[src/rtl/oled_pkg.sv]
// Shared OLED definitions: SPI writer FSM states, D/C encodings and default SPI timing.
// Used by the OLED init/display FSMs and by oled_spi_writer.
package oled_pkg;

  typedef enum logic [2:0] {
    IDLE,
    SETUP,
    LOW,
    HIGH,
    HOLD,
    DONE
  } oled_spi_state_e;

  localparam logic DC_CMD  = 1'b0;
  localparam logic DC_DATA = 1'b1;

  localparam int DEF_CLK_DIV  = 1;
  localparam int DEF_CS_SETUP = 1;
  localparam int DEF_CS_HOLD  = 1;

  function automatic int max3(input int a, input int b, input int c);
    int m;
    m = (a > b) ? a : b;
    return (m > c) ? m : c;
  endfunction

endpackage

[src/rtl/oled_spi_writer.sv]
// Byte-wide mode-0 SPI transmitter for SSD1306-class OLED panels (SCLK, MOSI, CS#, D/C).
// Define OLED_SPI_LSB_FIRST_EN to shift data[0] first; the default build sends data[7] first.
module oled_spi_writer
  import oled_pkg::*;
#(
  parameter int CLK_DIV  = DEF_CLK_DIV,
  parameter int CS_SETUP = DEF_CS_SETUP,
  parameter int CS_HOLD  = DEF_CS_HOLD
) (
  input  logic       clk,
  input  logic       rst_n,
  input  logic       ena_write,
  input  logic [7:0] data,
  input  logic       oled_dc,
  output logic       write_done,
  output logic       busy,
  output logic       spi_sclk,
  output logic       spi_mosi,
  output logic       spi_cs_n,
  output logic       spi_dc
);

`ifdef OLED_SPI_LSB_FIRST_EN
  localparam bit LSB_FIRST = 1'b1;
`else
  localparam bit LSB_FIRST = 1'b0;
`endif

  localparam int LEAD = LSB_FIRST ? 0 : 7;
  localparam int PH_W = $clog2(max3(CLK_DIV, CS_SETUP, CS_HOLD)) + 1;

  localparam logic [PH_W-1:0] SETUP_LAST = PH_W'(CS_SETUP - 1);
  localparam logic [PH_W-1:0] HALF_LAST  = PH_W'(CLK_DIV - 1);
  localparam logic [PH_W-1:0] HOLD_LAST  = PH_W'(CS_HOLD - 1);

  oled_spi_state_e state_q, state_d;
  logic [PH_W-1:0] ph_q, ph_d;
  logic [2:0]      bit_q, bit_d;
  logic [7:0]      shreg_q, shreg_d;
  logic [7:0]      shreg_next;
  logic            sclk_q, sclk_d;
  logic            mosi_q, mosi_d;
  logic            cs_n_q, cs_n_d;
  logic            dc_q, dc_d;
  logic            done_q, done_d;
  logic            busy_q, busy_d;

  // The bit being presented always sits at the LEAD end of the shift register.
  assign shreg_next = LSB_FIRST ? (shreg_q >> 1) : (shreg_q << 1);

  always_comb begin
    state_d = state_q;
    ph_d    = ph_q;
    bit_d   = bit_q;
    shreg_d = shreg_q;
    sclk_d  = sclk_q;
    mosi_d  = mosi_q;
    cs_n_d  = cs_n_q;
    dc_d    = dc_q;
    done_d  = 1'b0;
    busy_d  = busy_q;

    case (state_q)
      IDLE: begin
        if (ena_write) begin
          state_d = SETUP;
          ph_d    = '0;
          bit_d   = 3'd0;
          shreg_d = data;
          mosi_d  = data[LEAD];
          dc_d    = oled_dc;
          cs_n_d  = 1'b0;
          busy_d  = 1'b1;
        end
      end

      SETUP: begin
        if (ph_q == SETUP_LAST) begin
          state_d = LOW;
          ph_d    = '0;
        end else begin
          ph_d = ph_q + 1'b1;
        end
      end

      LOW: begin
        if (ph_q == HALF_LAST) begin
          state_d = HIGH;
          ph_d    = '0;
          sclk_d  = 1'b1;
        end else begin
          ph_d = ph_q + 1'b1;
        end
      end

      HIGH: begin
        if (ph_q == HALF_LAST) begin
          ph_d   = '0;
          sclk_d = 1'b0;
          if (bit_q == 3'd7) begin
            state_d = HOLD;
          end else begin
            // Next bit goes out on the falling edge, a full half-period before the panel samples it.
            state_d = LOW;
            bit_d   = bit_q + 3'd1;
            shreg_d = shreg_next;
            mosi_d  = shreg_next[LEAD];
          end
        end else begin
          ph_d = ph_q + 1'b1;
        end
      end

      HOLD: begin
        if (ph_q == HOLD_LAST) begin
          state_d = DONE;
          ph_d    = '0;
          cs_n_d  = 1'b1;
          done_d  = 1'b1;
          busy_d  = 1'b0;
        end else begin
          ph_d = ph_q + 1'b1;
        end
      end

      DONE: begin
        state_d = IDLE;
      end

      default: begin
        state_d = IDLE;
      end
    endcase
  end

  always_ff @(posedge clk or negedge rst_n) begin
    if (!rst_n) begin
      state_q <= IDLE;
      ph_q    <= '0;
      bit_q   <= 3'd0;
      shreg_q <= 8'h00;
      sclk_q  <= 1'b0;
      mosi_q  <= 1'b0;
      cs_n_q  <= 1'b1;
      dc_q    <= 1'b1;
      done_q  <= 1'b0;
      busy_q  <= 1'b0;
    end else begin
      state_q <= state_d;
      ph_q    <= ph_d;
      bit_q   <= bit_d;
      shreg_q <= shreg_d;
      sclk_q  <= sclk_d;
      mosi_q  <= mosi_d;
      cs_n_q  <= cs_n_d;
      dc_q    <= dc_d;
      done_q  <= done_d;
      busy_q  <= busy_d;
    end
  end

  assign write_done = done_q;
  assign busy       = busy_q;
  assign spi_sclk   = sclk_q;
  assign spi_mosi   = mosi_q;
  assign spi_cs_n   = cs_n_q;
  assign spi_dc     = dc_q;

  // Zero-length phases would wrap the phase counter; catch a bad instantiation early.
  always_ff @(posedge clk) begin
    assert (CLK_DIV >= 1 && CS_SETUP >= 1 && CS_HOLD >= 1)
      else $error("oled_spi_writer: CLK_DIV, CS_SETUP and CS_HOLD must all be >= 1");
  end

endmodule
[config.mk]
export PLATFORM = sky130hd
export DESIGN_NAME = oled_spi_writer
export DESIGN_NICKNAME = d
export VERILOG_FILES = /design/src/rtl/oled_pkg.sv /design/src/rtl/oled_spi_writer.sv
export SDC_FILE = /design/constraint.sdc
export NUM_CORES = 1
export LEC_CHECK = 0
export BUFFER_PORTS_ARGS = -buffer_cell sky130_fd_sc_hd__buf_2
export CAP_MARGIN = 0
export CORE_UTILIZATION = 40
export CTS_CLUSTER_SIZE = 25
export DETAILED_ROUTE_END_ITERATION = 12
export PLACE_DENSITY_LB_ADDON = 0.25
export SYNTH_ARGS = -nofsm -noshare
export SYNTH_HDL_FRONTEND = slang
export SYNTH_SLANG_ARGS = --single-unit
[constraint.sdc]
create_clock -name clk -period 2.3 [get_ports clk]
set_clock_uncertainty 0.2 [all_clocks]
set_input_delay 0.115 -clock clk [delete_from_list [all_inputs] [get_ports clk]]
set_output_delay 0.115 -clock clk [all_outputs]
set_load 0.02 [all_outputs]
==> impl_metrics.py <==
metrics = {
    "final_layout": {
        "final_nets": 115,
        "drive_gt1_frac": 0.480,
        "area_growth_synth_to_finish_pct": 24.4,
        "most_used_cells_in_the_layout_excluding_fill_and_tap_cells": "dfrtp_1 (17), buf_2 (17), mux2_4 (15)",
        "finish.instance_area_sq_um": 1200,
        "antenna_cells_inserted": 0,
    },
    "floorplanning": {
        "coreArea_sq_um": 2250,
        "placement_rows": 17,
        "design.die.area_sq_um": 2620,
        "floorplan.die.width_microns": 51.2,
        "initial_core_util": 0.429,
        "pin_count": 18,
        "fp.dieH_microns": 51.2,
    },
    "power": {
        "max-vdd-ir-drop_uv": 629,
        "power.static_leakage_nw": 0.612,
        "power_density_nw_per_um2": 1160,
        "totalPowerFinal_mw": 1.39,
    },
    "sta": {
        "max_slew.worst_pin.slew_ps": 500,
        "grt_setup_unrepaired": "false",
        "fin_crit_sh": 0.919,
        "fin_tns_setup_ps": 0,
        "fmax_mhz": 473,
        "slew_violations": 0,
        "whs_ps": 82.3,
        "final-setup-viol-count": 0,
        "clock_period_minus_final_worst_setup_slack_ps": 2110,
        "report.final.hold_viol_count": 0,
        "relSlewSlack": 0.665,
        "post-route-worst-setup-slack_ps": 187,
    },
    "setup_path": {
        "critPathMaxStageDelay_ps": 440,
        "setup.worst_path.end_class": "flop",
        "arrival_ps": 2090,
        "critical_path_fanouts_max": 11,
        "slowest_stage": "a21oi_4",
        "critical_path_source_type": "flop",
        "critical_path_most_common_cell": "ha_1",
        "critical_path_type": "reg2reg",
        "data_required_time_of_the_critical_path_ps": 2280,
        "critical_path.cell_chain": "ha_1 -> ha_1 -> nand3b_1 -> a21oi_4 -> mux2_2",
    },
    "synth": {
        "synth-compound-area-share": 0.0517,
        "postSynthNetCount": 82,
        "post_synth_main_area_contributors": "dfrtp_1 (44%), mux2_4 (23%), dfstp_2 (5.4%)",
        "synth-simple-area-share": 0.0789,
        "post_synth_xor_area_fraction": 0,
        "synth_seq_area_share": 0.494,
        "synth_area_leader_cell": "dfrtp_1",
        "synth_top_family_by_area": "multiplexers",
        "ys_ff_latch": 19,
        "ys.warnings.count": 0,
        "synth_instances": 68,
        "multiplexer_share_of_the_synthesized_area": 0.290,
        "synth_adder_area_share": 0.0259,
        "netlist-cell-type-count": 22,
        "synth.top_cell.area_share": 0.440,
        "synth_area_sq_um": 967,
        "syn_area_per_cell_sq_um": 14.2,
    },
    "job": {
        "maxCapViolCount": 0,
    },
    "cts": {
        "cts.htree.levels": 1,
        "post_cts_resize_count": 0,
        "postCtsSetupRepairBufs": 0,
        "clock_latency_ps": 280,
        "clk_pin_slew_ps": 100,
        "clock_sink_count": 19,
        "cts_root_buf": "clkbuf_4",
        "cts_inserted_buffers": 3,
        "cts-root-to-sink-buffers": 2,
        "cts_tree": "yes",
    },
    "detailed_routing": {
        "drt_iter0_markers": 5,
        "postRouteWirelength_mm": 1.50,
        "route.detailed.wl_per_inst_microns": 11.7,
        "vias_per_cell": 4.65,
        "drc": 0,
        "drtPass1Iterations": 4,
        "ant_nets": 0,
        "count_of_vias_placed_by_the_detailed_router": 595,
    },
    "hold_path": {
        "hold_class": "in2async",
    },
    "placement": {
        "place_area_sq_um": 1070,
        "finalWeightedCongestion": 0.737,
        "detailedPlace.worstSlack_ps": 194,
        "hpwlAfterDp_mm": 1.08,
        "io_buffers": 17,
    },
    "grt": {
        "grt_start_max_net_pins": 20,
        "first_global_vias": 607,
        "grt.overflow.total": 0,
        "antenna_found_initial": 0,
        "grtUsageTotal": 0.141,
        "grt_pass1_wl_mm": 2.68,
    },
    "status": {
        "run_status": "complete, no violations",
    },
}
## kinds of logic (layout without fill, tap and decap cells)
group,after synthesis,count (layout)
buffers and inverters,7,39
multiplexers,20,20
AO/OA/AOI/OAI,6,6
flip-flops,19,19
AND/OR/NAND/NOR,14,14
adder cells (fa/ha/maj),2,2
## cell usage after synthesis (all sizes together)
library cell  instances
and2                  1
a21oi                 2
and3                  1
mux2                 19
ha                    2
nor3                  2
o31ai                 1
inv                   4
o21ai                 1
a211oi                1
dfstp                 2
buf                   3
nor2                  6
or3b                  1
mux2i                 1
nand2                 1
a21o                  1
nand3b                2
dfrtp                17
## per-stage QoR
| stage | std cells | utilization |
|---|---|---|
| floorplan | 68 | - |
| global placement | 113 | 0.473 |
| detailed placement | 113 | 0.473 |
| CTS | 128 | 0.534 |
| global route | 128 | 0.534 |
| finish | 128 | 0.534 |
## routing by layer
metal  share of wire  vias to the layer above  global-route usage
met4          0.0094                        0              0.0556
met2            0.43                       12               0.219
met5               0                        -                   0
met3           0.034                        2              0.0268
li1                -                      300                   -
met1            0.53                      281               0.191
## power breakdown
group | switching [mW] | internal [mW] | leakage, nW
Clock | 0.0972 | 0.0673 | 0.0150
Sequential | 0.0798 | 0.471 | 0.228
Combinational | 0.264 | 0.411 | 0.368
Total | 0.441 | 0.950 | 0.612
## worst max-delay path, delay by kind of cell, from the launching register on
family,cells,cell delay [ps]
simple gates,1,190
flops,1,410
fa+ha+maj,2,380
mux,1,390
compound gates,1,440
## final cells by class
class | instances | area (sq um)
fill | 202 | 1050
sequential | 19 | 478
multi-input combinational | 42 | 432
timing repair buffer | 31 | 218
tap | 28 | 35.0
clock buffer | 4 | 26.3
inverter | 4 | 15.0
## registers in the layout (all words and copies together), names as in the netlist
register / flops
shreg_q: 7
bit_q: 3
state_q: 3
busy: 1
spi_cs_n: 1
spi_dc: 1
spi_mosi: 1
spi_sclk: 1
write_done: 1
## worst paths after layout
kind / startpoint / endpoint / slack, ps / depth (start not counted)
max in group asynchronous: rst_n / spi_cs_n$_DFFE_PN1P_ / 1490 / 2
max: bit_q[0]$_DFFE_PN0P_ / shreg_q[2]$_DFFE_PN0P_ / 190 / 5
min in group clk: spi_sclk$_DFFE_PN0P_ / spi_sclk$_DFFE_PN0P_ / 310 / 2
min reg2reg: spi_sclk$_DFFE_PN0P_ / spi_sclk$_DFFE_PN0P_ / 310 / 2
min: rst_n / busy$_DFFE_PN0P_ / 80 / 2
max reg2reg: bit_q[0]$_DFFE_PN0P_ / shreg_q[2]$_DFFE_PN0P_ / 190 / 5
## timing repair
action,CTS,global route
setup endpoints to repair,0,0
hold endpoints to repair,30,0
hold buffers,11,0
No activity file was read; power rests on OpenSTA's default activity.
